[src/rtl/hazard_ctrl.sv]
// -----------------------------------------------------------------------------
// hazard_ctrl
//
// Pipeline hazard controller for the 5-stage core. It resolves three kinds of
// hazard and turns them into datapath controls:
//   * RAW hazards on execute-stage sources, resolved by forwarding from the
//     memory or writeback stage (memory stage wins, x0 is never forwarded).
//   * Load-use hazards, resolved by stalling F/D for one cycle and bubbling E.
//   * Taken branches/jumps in execute, resolved by flushing D and E.
// Multi-cycle execute operations (mul/div/CSR) are sequenced by a small
// IDLE/BUSY FSM that holds F/D/E until the unit reports done or a timeout
// forces the pipeline to move on.
//
// Parameters
//   RD_SRC_MEM   rd_write_src encoding meaning "rd loaded from data memory"
//   MC_TIMEOUT   max BUSY cycles before forced release (>= 2)
//   CNT_W        width of the stall performance counter
//
// Ports
//   clk, rst                     clock, synchronous active-high reset
//   rs1_d, rs2_d                 sources of the instruction in decode
//   rs1_e, rs2_e, rd_e           sources / destination in execute
//   rd_write_e, rd_write_src_e   execute writes rd, and from where
//   pc_write_e                   execute redirects the PC
//   mc_start_e, mc_done          multi-cycle op present / result valid pulse
//   rd_m, rd_write_m             memory-stage destination and write enable
//   rd_w, rd_write_w             writeback-stage destination and write enable
//   forwarding_rs1_e/rs2_e       00 regfile, 01 rd_data_w, 10 alu_res_m
//   stall_f, stall_d, stall_e    hold fetch / decode / execute registers
//   flush_d, flush_e             bubble decode / execute registers
//   mc_busy, mc_timeout          FSM in BUSY / one-cycle forced-release pulse
//   stall_cycles                 wrapping count of cycles with stall_f = 1
// -----------------------------------------------------------------------------
module hazard_ctrl #(
    parameter logic [1:0] RD_SRC_MEM = 2'b01,
    parameter int         MC_TIMEOUT = 64,
    parameter int         CNT_W      = 32
) (
    input  logic             clk,
    input  logic             rst,
    input  logic [4:0]       rs1_d,
    input  logic [4:0]       rs2_d,
    input  logic [4:0]       rs1_e,
    input  logic [4:0]       rs2_e,
    input  logic [4:0]       rd_e,
    input  logic             rd_write_e,
    input  logic [1:0]       rd_write_src_e,
    input  logic             pc_write_e,
    input  logic             mc_start_e,
    input  logic             mc_done,
    input  logic [4:0]       rd_m,
    input  logic [4:0]       rd_w,
    input  logic             rd_write_m,
    input  logic             rd_write_w,
    output logic [1:0]       forwarding_rs1_e,
    output logic [1:0]       forwarding_rs2_e,
    output logic             stall_f,
    output logic             stall_d,
    output logic             stall_e,
    output logic             flush_d,
    output logic             flush_e,
    output logic             mc_busy,
    output logic             mc_timeout,
    output logic [CNT_W-1:0] stall_cycles
);

    typedef enum logic {
        IDLE = 1'b0,
        BUSY = 1'b1
    } mc_state_t;

    // The busy counter only has to reach MC_TIMEOUT-1.
    localparam int              BSY_W    = $clog2(MC_TIMEOUT);
    localparam logic [BSY_W-1:0] BSY_LAST = BSY_W'(MC_TIMEOUT - 1);

    mc_state_t        state_q, state_d;
    logic [BSY_W-1:0] bsy_cnt_q, bsy_cnt_d;
    logic             mc_timeout_q, mc_timeout_d;
    logic [CNT_W-1:0] stall_cycles_q, stall_cycles_d;

    logic mc_hold;
    logic load_use;
    logic [1:0] fwd_rs1, fwd_rs2;

    // Multi-cycle sequencer next-state logic. mc_hold is asserted only while
    // the op is genuinely still outstanding: a zero-latency op (start and done
    // together in IDLE) never holds, and the cycle that sees mc_done or the
    // last allowed busy count releases the pipeline on its closing edge.
    always_comb begin
        state_d      = state_q;
        bsy_cnt_d    = bsy_cnt_q;
        mc_timeout_d = 1'b0;
        mc_hold      = 1'b0;
        case (state_q)
            IDLE: begin
                if (mc_start_e && !mc_done) begin
                    mc_hold   = 1'b1;
                    state_d   = BUSY;
                    bsy_cnt_d = '0;
                end
            end
            BUSY: begin
                bsy_cnt_d = bsy_cnt_q + BSY_W'(1);
                if (mc_done) begin
                    state_d = IDLE;
                end else if (bsy_cnt_q == BSY_LAST) begin
                    state_d      = IDLE;
                    mc_timeout_d = 1'b1;
                end else begin
                    mc_hold = 1'b1;
                end
            end
            default: begin
                state_d = IDLE;
            end
        endcase
    end

    // Forwarding selects and load-use detection. The memory stage holds the
    // younger result, so it is checked first; register x0 is hardwired to
    // zero and must never be forwarded.
    always_comb begin
        fwd_rs1 = 2'b00;
        fwd_rs2 = 2'b00;
        if (rd_write_m && (rd_m != 5'd0) && (rd_m == rs1_e)) begin
            fwd_rs1 = 2'b10;
        end else if (rd_write_w && (rd_w != 5'd0) && (rd_w == rs1_e)) begin
            fwd_rs1 = 2'b01;
        end
        if (rd_write_m && (rd_m != 5'd0) && (rd_m == rs2_e)) begin
            fwd_rs2 = 2'b10;
        end else if (rd_write_w && (rd_w != 5'd0) && (rd_w == rs2_e)) begin
            fwd_rs2 = 2'b01;
        end
        load_use = rd_write_e && (rd_write_src_e == RD_SRC_MEM) &&
                   (rd_e != 5'd0) && ((rd_e == rs1_d) || (rd_e == rs2_d));
    end

    // Pipeline control outputs. A multi-cycle hold outranks everything; a
    // redirect squashes the decode instruction, so a load-use hazard against
    // it is moot and only the execute bubble remains. Reset forces every
    // control to its quiet value.
    always_comb begin
        forwarding_rs1_e = 2'b00;
        forwarding_rs2_e = 2'b00;
        stall_f          = 1'b0;
        stall_d          = 1'b0;
        stall_e          = 1'b0;
        flush_d          = 1'b0;
        flush_e          = 1'b0;
        if (!rst) begin
            forwarding_rs1_e = fwd_rs1;
            forwarding_rs2_e = fwd_rs2;
            stall_e          = mc_hold;
            stall_f          = mc_hold || (load_use && !pc_write_e);
            stall_d          = mc_hold || (load_use && !pc_write_e);
            flush_e          = !mc_hold && (pc_write_e || load_use);
            flush_d          = !mc_hold && pc_write_e;
        end
    end

    // Stall performance counter, wrapping naturally at 2^CNT_W.
    always_comb begin
        stall_cycles_d = stall_cycles_q + CNT_W'(stall_f);
    end

    // State registers. Reset mid-BUSY simply returns to IDLE without
    // raising a timeout pulse.
    always_ff @(posedge clk) begin
        if (rst) begin
            state_q        <= IDLE;
            bsy_cnt_q      <= '0;
            mc_timeout_q   <= 1'b0;
            stall_cycles_q <= '0;
        end else begin
            state_q        <= state_d;
            bsy_cnt_q      <= bsy_cnt_d;
            mc_timeout_q   <= mc_timeout_d;
            stall_cycles_q <= stall_cycles_d;
        end
    end

    assign mc_busy      = (state_q == BUSY);
    assign mc_timeout   = mc_timeout_q;
    assign stall_cycles = stall_cycles_q;

endmodule

[config.mk]
export PLATFORM = sky130hd
export DESIGN_NAME = hazard_ctrl
export DESIGN_NICKNAME = d
export VERILOG_FILES = /design/src/rtl/hazard_ctrl.sv
export SDC_FILE = /design/constraint.sdc
export NUM_CORES = 1
export LEC_CHECK = 0
export CORE_UTILIZATION = 30
export DETAILED_ROUTE_END_ITERATION = 8
export GPL_TIMING_DRIVEN = 0
export HOLD_SLACK_MARGIN = 0.02
export SYNTH_ARGS = -nofsm -noshare
export SYNTH_HDL_FRONTEND = slang
export SYNTH_SLANG_ARGS = --single-unit
[constraint.sdc]
create_clock -name clk -period 3.55 [get_ports clk]
set_input_delay 0.71 -clock clk [delete_from_list [all_inputs] [get_ports clk]]
set_output_delay 0.71 -clock clk [all_outputs]
set_load 0.02 [all_outputs]
Yosys cells after proc, flatten, opt, wreduce, memory -nomap -nowiden
Cells that the tools add are included.
Word-level totals
  register bits: 40
  output and inout port bits: 43
  word-level logic and storage cells: 56
  bits of input ports: 45
Cells by class
  add/subtract/negate cells: 2
  multiplexer cells: 17
  equal/unequal tests: 9
  reductions and logical operators: 23
  bitwise logic cells: 1
Operator list (count)
  $add 32x1->32: 1
  $eq 5x5->1: 6
  $reduce_bool 5->1: 3
  $logic_and 1x1->1: 13
  $pmux 6 s2: 1
  $mux 1: 10
  $mux 2: 4
  $add 6x1->6 const B: 1
  $eq 6x6->1 const B: 1
  $mux 6: 1
  $logic_not 1->1: 3
  $logic_or 1x1->1: 3
  $reduce_or 3->1: 1
  $eq 2x1->1 const B: 1
  $ne 2x2->1 const B: 1
  $pmux 1 s2: 1
  $not 1->1: 1

Logic depth before layout (Yosys ltp)
Gate-level depths: netlist of run 1.
  depth after elaboration: 8
  gate-level depth with buffers: 11
  depth with buffers taken out: 10

Worst setup path before layout of run 1
No wires, ideal clock.
  kind: in2reg
  from: input port rd_e[1]
  to: register stall_cycles_q[24] (netlist: stall_cycles[24])
  required time: 3480 ps
  stages on the path: 11
  library setup time: 70 ps
  path buffers: 1
  path slack: -216 ps
  data arrival time: 3696 ps
  path through: xor2_1 -> nor3_1 -> a22oi_1 -> o32ai_1 -> ha_1 -> ha_1 -> nand4_1 -> or3_1 -> buf_2 -> or4_1 -> a21oi_1
On the way
  cells in the longest elaborated chain, start to end: 7
  elaborated cells on any way between the ends: 10
  classes of those cells: add/sub: 1; eq/ne: 2; mux: 1; reduce/logical: 6
RTL lines
  from (decl): RTL line 45  | input logic [4:0] rd_e,
  $eq 5x5->1 or $reduce_bool 5->1 (tied branches): RTL line 136  | (rd_e != 5'd0) && ((rd_e == rs1_d) || (rd_e == rs2_d));
  $logic_or 1x1->1 or $logic_and 1x1->1 (tied branches): RTL line 136, 135
  $logic_and 1x1->1 *: RTL line 136
  $logic_and 1x1->1 *
  $logic_or 1x1->1 *
  $mux 1 *
  via stall_d: RTL line 58  | output logic stall_d,
  $add 32x1->32 *: RTL line 164  | stall_cycles_d = stall_cycles_q + CNT_W'(stall_f);
  to (signal assigned): RTL line 179  | stall_cycles_q <= stall_cycles_d;
  to (decl): RTL line 79  | logic [CNT_W-1:0] stall_cycles_q, stall_cycles_d;
The timed path passes the listed nets; every way through them passes the cells marked *.
A chain may end at the register's enable or synchronous reset.

Final worst setup path of run 1
  from: input port rd_write_src_e[0]
  to: register stall_cycles_q[31] (netlist: stall_cycles[31])
On the way
  cells in the longest elaborated chain, start to end: 8
RTL lines
  from (decl): RTL line 47  | input logic [1:0] rd_write_src_e,
  $eq 2x1->1: RTL line 135  | load_use = rd_write_e && (rd_write_src_e == RD_SRC_MEM) &&
  $logic_and 1x1->1 (2 in a row): RTL line 135
  $logic_and 1x1->1: RTL line 136
  $logic_and 1x1->1: RTL line 155  | stall_f = mc_hold || (load_use && !pc_write_e);
  $logic_or 1x1->1: RTL line 155
  $mux 1: RTL line 151  | if (!rst) begin
  $add 32x1->32: RTL line 164
Every way passes these cells.

==> results.json, run 1 <==
{
  "outcome": "finished clean",
  "netlist_area_sq_mm": 0.002273,
  "worstPathArrival_ns": 3.65,
  "initial_core_util": 0.3118,
  "r2r-start": "bsy_cnt_q[0]",
  "drc": 0,
  "crit_path_end_kind": "flip-flop",
  "cts_tree": "yes",
  "grt.total_usage": 0.1621,
  "drt_first_iter_violations": 68,
  "dieArea_sq_mm": 0.007930,
  "r2r_setup_slack_ns": 0.27,
  "ys.flop_type": "dfxtp_1",
  "diodes": 0,
  "critical_path_class": "primary input to flip-flop",
  "clock_sinks": 40,
  "rsz0062_at_grt": "true",
  "hpwl_microns": 4496,
  "clk_latency_ns": 0.29,
  "vias": 2367,
  "p_leak_nw": 1.190,
  "ir_worst_vdd_mv": 0.1083,
  "ant_nets": 0,
  "post-synth-top-area-cell": "dfxtp_1",
  "synth_seq_cells": 40,
  "routed_wirelength_microns": 6183,
  "overflow": 0,
  "critical_path_required_ns": 3.73,
  "place_area_sq_mm": 0.003276,
  "core.rowCount": 31,
  "portBuffers": 87,
  "htree_levels": 2,
  "clk_transition_reported_paths_ns": 0.07,
  "layout-drive-gt1-share": 0.1096,
  "dr.pass1.iters": 4,
  "synthTopCellsByArea": "dfxtp_1, xor2_1, xnor2_1",
  "setup_tns_ns": 0,
  "cts-root-buf": "clkbuf_8",
  "synth_edf_count": 0,
  "synth.avg_cell_area_sq_um": 8.451,
  "finalSetupViolations": 0,
  "ys_types": 41,
  "cts_buffer_depth": 2,
  "cp-endpoint": "stall_cycles[31]",
  "io_pins": 88,
  "async_flop_share": 0,
  "synth_seq_area_share": 0.3522,
  "min_period_over_period": 0.9777,
  "coreArea_sq_mm": 0.007292,
  "synth_cells": 269,
  "cts-buffers-inserted": 5,
  "hold_viol_final": 0,
  "grt_antenna_before_repair": 0,
  "die_w_microns": 89.05,
  "fmax_ghz": 0.2881,
  "startpoint": "rd_write_src_e[0]",
  "cap_violations": 0,
  "p_total_uw": 925.8,
  "synth_nets": 317,
  "hold_path_class": "flip-flop to flip-flop",
  "maxSlewHeadroom": 0.6390,
  "areaGrowthSynthToFinish_pct": 55.48,
  "die_h_microns": 89.05,
  "fin_nets": 422,
  "reg2reg_to": "stall_cycles[31]",
  "yosysWarningCount": 0,
  "wl_per_cell_microns": 13.07,
  "ctsHoldBuffers": 0,
  "hold_ws_ns": 0.4985,
  "power_density_mw_per_mm2": 261.9,
  "grt_pass1_wl_microns": 9942,
  "grt_max_degree": 12,
  "stdcell_area_sq_mm": 0.003535,
  "grt_pass1_vias": 2179,
  "synth_top_area_share": 0.3522,
  "skew_ns": 0.004934,
  "min_period_ns": 3.471,
  "reg2regPathDepth": 10,
  "post_drt_via_cell_ratio": 5.004,
  "critPathLaunchType": "primary input",
  "cp_max_fo": 9,
  "worst_pin_slew_ns": 0.5415,
  "slew_violations": 0,
  "routabilityCongestion": 0.8206
}
-- stage by stage --
step	setup slack, ns	util	cells
floorplan	0.06238	-	269
global placement	-0.7247	0.4492	455
detailed placement	-0.7417	0.4492	455
CTS	-0.001005	0.4765	469
global route	-0.03898	0.4847	473
finish	0.07922	0.4847	473
-- placed cells by master (no fill, tap or decap), types with 8 or more instances in the layout --
cell / netlist / layout
inv_1: 8 / 8
or4_1: 15 / 13
nand3_1: 13 / 13
clkdlybuf4s50_1: 0 / 79
or3_1: 9 / 8
a21oi_1: 23 / 21
nor2_1: 19 / 19
xnor2_1: 19 / 19
buf_4: 1 / 13
nand2_1: 13 / 13
nor3_1: 10 / 9
xor2_1: 22 / 22
o31ai_1: 10 / 10
dfxtp_1: 40 / 40
-- Yosys cell counts (all sizes together), types with 2 or more instances --
library cell,count
inv,8
and4,4
buf,5
nor2,19
nor2b,6
o21ai,10
a21oi,23
mux2,2
nor4,6
xor2,22
ha,3
nand2b,2
xnor2,19
o31ai,10
nor3,10
nand2,13
or4,16
a211oi,2
nand3,13
nand4,8
clkbuf,7
dfxtp,40
or3,9
-- metal layers --
metal | up-vias | GRT usage | wire length (microns)
met3 | 11 | 0.04801 | 510
li1 | 1190 | - | -
met2 | 90 | 0.2734 | 2898
met4 | 0 | 0.06061 | 111
met5 | - | 0 | 0
met1 | 1076 | 0.1956 | 2662
-- area by class of cell --
class / instances / area (sq um)
Fill cell: 764 / 3757
Sequential cell: 40 / 800.8
Inverter: 8 / 30.03
Buffer: 11 / 62.56
Tap cell: 99 / 123.9
Multi-Input combinational cell: 209 / 1466
Clock buffer: 7 / 96.34
Timing Repair Buffer: 99 / 954.7
-- how the worst min path moves through the flow --
stage,start,endpoint,slack (ns),cells after the start
2_1_floorplan,bsy_cnt_q[5],mc_timeout,0.45,2
3_3_place_gp,bsy_cnt_q[5],mc_timeout,0.48,2
3_5_place_dp,bsy_cnt_q[5],mc_timeout,0.48,2
4_1_cts,stall_cycles[21],stall_cycles[21],0.50,2
5_1_grt,stall_cycles[21],stall_cycles[21],0.53,2
6_report,bsy_cnt_q[5],mc_timeout,0.50,2
-- registers in the layout (all words and copies together) (netlist names) --
register,count
stall_cycles,32
mc_busy,1
mc_timeout,1
bsy_cnt_q,6
-- worst max-delay path, cell delays in order --
cell	delay [ns]
clkdlybuf4s50_1	0.45
nor4bb_4	0.30
o21ai_2	0.10
o32ai_2	0.37
ha_2	0.29
buf_4	0.13
nand4_1	0.12
or4_4	0.53
nor4_4	0.32
mux2_4	0.32
-- cell families (layout without fill, tap and decap cells) --
logic type | after synthesis | count (layout) | share of synthesized area
multiplexers | 3 | 3 | 0.01431
AO/OA/AOI/OAI | 51 | 51 | 0.1343
buffers and inverters | 20 | 125 | 0.04183
adder cells (fa/ha/maj) | 3 | 3 | 0.01651
flip-flops | 40 | 40 | 0.3522
XOR/XNOR | 41 | 41 | 0.1580
AND/OR/NAND/NOR | 111 | 111 | 0.2829
-- power by group --
part	total [mW]	internal (mW)	leakage [nW]	switching [mW]
sequential	0.453	0.451	0.322	0.00225
clock	0.328	0.173	0.0503	0.155
combinational	0.145	0.0819	0.817	0.0629
-- timing repair --
item                                    CTS  global route
endpoints found under the setup margin   22            19
resized for setup                        20             9
pin swaps                                 7             8
buffers inserted                          7             5
No activity file was read; power rests on OpenSTA's default activity.
==> run 2: changes to the inputs <==
Settings changed: CELL_PAD_IN_SITES_DETAIL_PLACEMENT from default to 0, CELL_PAD_IN_SITES_GLOBAL_PLACEMENT from default to 2, CORE_UTILIZATION 30 to 24, PLACE_DENSITY_LB_ADDON from default to 0.1, SLEW_MARGIN from default to 0.
==> run 2 against run 1 <==
  * Highest routed layer unchanged
  * Count of clock-buffer cells in the layout decreased by 1
  * The run now ends with DRC left
  * Clock power rose by 24%
  * Sequential power about the same
  * Sequential share of layout area down 0.86 points
  * Non-clock buffer count rose by 2
  * First-iteration DRC count decreased by 25%
  * Via count fell by 1.7%
  * Clock skew up 0.011 ns
  * Critical endpoint unchanged
  * Worst hold slack lost 0.010 ns
  * Critical path depth rose by 2
==> results.json, run 2 (synthesized netlist as in run 1, its figures left out) <==
{
  "post_drt_via_cell_ratio": 4.768,
  "grt_pass1_wl_microns": 10790,
  "die_w_microns": 99.33,
  "core.rowCount": 35,
  "fin_nets": 424,
  "setup_tns_ns": 0,
  "layout-drive-gt1-share": 0.1326,
  "cts-root-buf": "clkbuf_8",
  "holdPathEnd": "mc_timeout",
  "cts_tree": "yes",
  "critPathBufInv": 4,
  "drc": 2,
  "worstPathArrival_ns": 3.60,
  "hold_viol_final": 0,
  "r2r-start": "bsy_cnt_q[0]",
  "min_from": "bsy_cnt_q[5]",
  "p_leak_nw": 1.333,
  "largest_reg_flops": 32,
  "dieArea_sq_mm": 0.009865,
  "cap_violations": 0,
  "drt_first_iter_violations": 51,
  "finalSetupViolations": 0,
  "multi_input_area_sq_mm": 0.001504,
  "grt_pass1_vias": 2268,
  "layout_common_cells": "clkdlybuf4s50_1, dfxtp_1, a21oi_1, xor2_1",
  "reg2regPathDepth": 12,
  "coreArea_sq_mm": 0.009196,
  "cts_buffer_depth": 2,
  "fillerInstances": 959,
  "maxSlewHeadroom": 0.6107,
  "clock_sinks": 40,
  "areaGrowthSynthToFinish_pct": 61.64,
  "overflow": 0,
  "routed_wirelength_microns": 6827,
  "ir_worst_vdd_mv": 0.2052,
  "slowest_delay_ns": 0.61,
  "cts-buffers-inserted": 5,
  "crit_path_end_kind": "flip-flop",
  "power_density_mw_per_mm2": 275.1,
  "final-seq-area_sq_um": 800.8,
  "vias": 2327,
  "grt_max_degree": 14,
  "failed_checks": "DRC",
  "portBuffers": 87,
  "critPathLaunchType": "primary input",
  "grt_antenna_before_repair": 0,
  "skew_ns": 0.01567,
  "clk_latency_ns": 0.30,
  "ant_nets": 0,
  "routabilityCongestion": 0.7735,
  "slew_violations": 0,
  "hold_ws_ns": 0.4883,
  "rsz0062_at_grt": "false",
  "wl_per_cell_microns": 13.99,
  "dr.pass1.iters": 6,
  "crit_chain": "clkdlybuf4s50_1 > nor4bb_4 > o21ai_2 > o32ai_4 > buf_6 > ha_4 > buf_4 > nand4_1 > or4_4 > buf_8 > nor4_4 > mux2_4",
  "critical_path_class": "primary input to flip-flop",
  "final_cells": 488,
  "whs_path_depth": 2,
  "final_common_cell": "clkdlybuf4s50_1",
  "min_period_ns": 3.421,
  "fmax_ghz": 0.2923,
  "p_total_mw": 1.011,
  "min_period_over_period": 0.9638,
  "cp_max_fo": 5,
  "hpwl_microns": 5063,
  "outcome": "finished with violations",
  "dp.cells": 467,
  "critical_path_required_ns": 3.73,
  "diodes": 0,
  "die_h_microns": 99.33,
  "cp_top_family": "simple AND/OR/NAND/NOR gates",
  "hold_path_class": "flip-flop to flip-flop",
  "r2r_setup_slack_ns": 0.19,
  "grt.total_usage": 0.1397,
  "worst_pin_slew_ns": 0.5840,
  "initial_core_util": 0.2472,
  "io_pins": 88,
  "crit_slowest_cell": "or4_4",
  "reg2reg_to": "stall_cycles[31]",
  "clk_transition_reported_paths_ns": 0.08,
  "htree_levels": 2
}
run 2: changes by cell type in the layout (fill, tap and decap cells not counted), moves of 2 or more:
cell             previous run  this run
dlymetal6s2s_1              1        15
a21oi_1                    21        23
or4_4                       3         1
xor2_2                      0         2
a21oi_2                     2         0
dlygate4sd2_1               7         1
or4_1                      13        15
clkdlybuf4s50_1            79        67
xor2_1                     22        20
clkbuf_2                    2         5
run 2: cell type report:
class / instances / share of cell area
inverters: 8 / 0.008172
plain buffers: 12 / 0.02009
well taps: 111 / 0.03779
clock buffers: 6 / 0.02247
repair buffers: 100 / 0.2737
multi-input cells: 209 / 0.4093
clock inverters: 2 / 0.01056
flip-flops and latches: 40 / 0.2179
run 2: worst max-delay path by stage:
stage | startpoint | end | slack [ns] | depth (start not counted)
after floorplan | rd_e[1] | stall_cycles[24] | 0.06 | 11
after global placement | rd_e[1] | stall_cycles[24] | -0.69 | 12
after detailed placement | rd_e[0] | stall_cycles[24] | -0.71 | 12
after CTS | rs1_d[4] | stall_cycles[31] | -0.02 | 13
after global routing | rd_write_src_e[0] | stall_cycles[31] | 0.02 | 12
final | rd_write_src_e[0] | stall_cycles[31] | 0.13 | 12
run 2: worst min-delay path: cells and delay by family, from the launching register on:
| kind | cells | cell delay [ns] |
|---|---|---|
| DFF | 1 | 0.34 |
| and+or+nand+nor | 2 | 0.11 |
run 2: power by group:
part,leakage (nW),internal (mW),total [mW],switching [mW]
clock network,0.0614,0.230,0.407,0.176
registers,0.322,0.451,0.453,0.00256
logic,0.949,0.0834,0.151,0.0678
run 2: metrics by stage:
step	instance area [sq um]	util	setup WS, ns
2_1_floorplan	2281	-	0.06238
3_3_place_gp	3291	0.3578	-0.6928
3_5_place_dp	3291	0.3578	-0.7139
4_1_cts	3540	0.3849	-0.01511
5_1_grt	3675	0.3996	0.01627
6_report	3675	0.3996	0.1285
run 2: layer usage:
metal,GRT usage,share of wire,up-vias
met3,0.04498,0.063,9
met5,0,0,-
met2,0.2436,0.48,60
met4,0.04751,0.016,0
met1,0.1608,0.44,1065
li1,-,-,1193
run 2: repair_timing:
action | CTS | global route
resized for setup | 19 | 38
gates cloned | 0 | 1
endpoints found under the setup margin | 21 | 20
hold buffers | 0 | 0
setup buffers | 8 | 4
pin swaps | 5 | 11
==> run 3: changes to the inputs <==
Settings changed: CORE_UTILIZATION 24 to 25, CTS_BUF_LIST from default to sky130_fd_sc_hd__clkbuf_8.
==> run 3 against run 2 <==
  * The run now ends clean
  * First-iteration DRC count up 67%
  * Register-to-register slack better by 0.11 ns
  * Critical path depth down 1
  * Utilization up 0.93 points
  * Via count down 0.26%
==> results.json, run 3 (synthesized netlist as in run 1, its figures left out) <==
{
  "outcome": "finished clean",
  "fmax_ghz": 0.2912,
  "dr.pass1.iters": 4,
  "post_drt_via_cell_ratio": 4.835,
  "intPower_uw": 687.5,
  "clk_latency_ns": 0.29,
  "grt.total_usage": 0.1364,
  "p_clk_frac": 0.349,
  "grt_pass1_vias": 2215,
  "switching_share": 0.2554,
  "ir_worst_vdd_mv": 0.1374,
  "cts_buffer_depth": 2,
  "wl_per_cell_microns": 13.85,
  "grt_pass1_wl_microns": 10640,
  "p_sw_uw": 235.8,
  "ant_nets": 0,
  "cts-root-buf": "clkbuf_8",
  "critPathLaunchType": "primary input",
  "setup_ws_ns": 0.1164,
  "routabilityCongestion": 0.7721,
  "p_comb_frac": 0.161,
  "dp.cells": 464,
  "coreArea_sq_mm": 0.008763,
  "place_area_sq_mm": 0.003287,
  "grt_antenna_before_repair": 0,
  "hold_ws_ns": 0.5015,
  "crit_slowest_cell": "or4_4",
  "min_period_ns": 3.434,
  "layout_common_cells": "clkdlybuf4s50_1, dfxtp_1, a21oi_1, xor2_1",
  "routed_wirelength_microns": 6650,
  "cts-buffers-inserted": 5,
  "worst_pin_slew_ns": 0.5744,
  "seqPwrFrac": 0.490,
  "dieArea_sq_mm": 0.009479,
  "dp_slack_ns": -0.7634,
  "die_h_microns": 97.36,
  "worstPathArrival_ns": 3.66,
  "initial_core_util": 0.2594,
  "clk_transition_reported_paths_ns": 0.08,
  "crit_chain": "clkdlybuf4s50_1 > nor4bb_4 > o21ai_2 > o32ai_2 > ha_2 > ha_4 > nand4_1 > or3_4 > buf_6 > or4_4 > a21oi_2",
  "clock_sinks": 40,
  "finalSetupViolations": 0,
  "final_cells": 480,
  "grt_max_degree": 13,
  "diodes": 0,
  "min_period_over_period": 0.9672,
  "whs_path_depth": 2,
  "cap_violations": 0,
  "critical_path_class": "primary input to flip-flop",
  "rsz0062_at_grt": "false",
  "portBuffers": 87,
  "die_w_microns": 97.36,
  "overflow": 0,
  "maxSlewHeadroom": 0.6170,
  "slowest_delay_ns": 0.50,
  "cp_max_fo": 6,
  "critical_path_required_ns": 3.78,
  "final_common_cell": "clkdlybuf4s50_1",
  "htree_levels": 2,
  "core.rowCount": 34,
  "areaGrowthSynthToFinish_pct": 57.62,
  "hold_viol_final": 0,
  "layout-drive-gt1-share": 0.1075,
  "p_leak_nw": 1.259,
  "cts_tree": "yes",
  "fin_nets": 419,
  "reg2regPathDepth": 11,
  "largest_reg_flops": 32,
  "power_density_mw_per_mm2": 257.7,
  "hold_path_class": "flip-flop to flip-flop",
  "drc": 0,
  "io_pins": 88,
  "slew_violations": 0,
  "stdcell_area_sq_mm": 0.003583,
  "hpwl_microns": 4947,
  "p_total_uw": 923.4,
  "crit_path_end_kind": "flip-flop",
  "drt_first_iter_violations": 85,
  "skew_ns": 0.005639,
  "vias": 2321
}
==> run 3: cell count changes in the layout (fill, tap and decap cells not counted), moves of 2 or more <==
cell | previous run | this run
buf_4 | 13 | 7
clkbuf_2 | 5 | 3
clkdlybuf4s50_1 | 67 | 72
dlymetal6s2s_1 | 15 | 12
==> run 3: power groups by stage <==
stage | clock, mW | sequential [mW] | combinational (mW)
floorplan | 0 | 0.465 | 0.0569
global placement | 0 | 0.463 | 0.144
detailed placement | 0 | 0.463 | 0.143
CTS | 0.340 | 0.452 | 0.148
global route | 0.358 | 0.453 | 0.161
finish | 0.323 | 0.452 | 0.148
==> run 3: critical path: cells and delay by family <==
kind	cells	cell delay, ns
compound gates	3	0.51
fa+ha+maj	2	0.45
buf+inv	2	0.59
simple gates	4	1.39
==> run 3: area by class of cell <==
type | instances | area, sq um
buffer | 12 | 77.57
inverter | 8 | 30.03
tap | 108 | 135.1
sequential | 40 | 800.8
timing repair buffer | 95 | 974.7
clock buffer | 6 | 82.58
multi-input combinational | 209 | 1471
fill | 907 | 5180
clock inverter | 2 | 11.26
==> run 3: metrics by stage <==
stage / util / TNS, ns
global route: 0.4089 / 0
finish: 0.4089 / 0
detailed placement: 0.3751 / -9.730
floorplan: - / 0
CTS: 0.3933 / -0.1137
global placement: 0.3751 / -10.31
==> run 3: path summary, 6_finish.rpt <==
kind,slack [ns],end,startpoint
setup / recovery,0.12,stall_cycles[20],rd_write_e
hold / removal,0.50,mc_timeout,bsy_cnt_q[5]
setup reg to reg,0.30,stall_cycles[20],bsy_cnt_q[0]
hold reg to reg,0.50,mc_timeout,bsy_cnt_q[5]
==> run 3: per-layer routing <==
layer  routed length [microns]  global-route usage  vias up
li1                          -                   -     1185
met1                      3123              0.1698     1062
met2                      3031              0.2254       66
met3                       345             0.03453        8
met4                       150             0.05204        0
met5                         0                   0        -
==> run 3: timing repair <==
action,in CTS,in global routing
cloned,0,1
buffers inserted,4,3
hold buffers,0,0
resized for setup,15,26
setup endpoints to repair,24,16
pin swaps,3,13
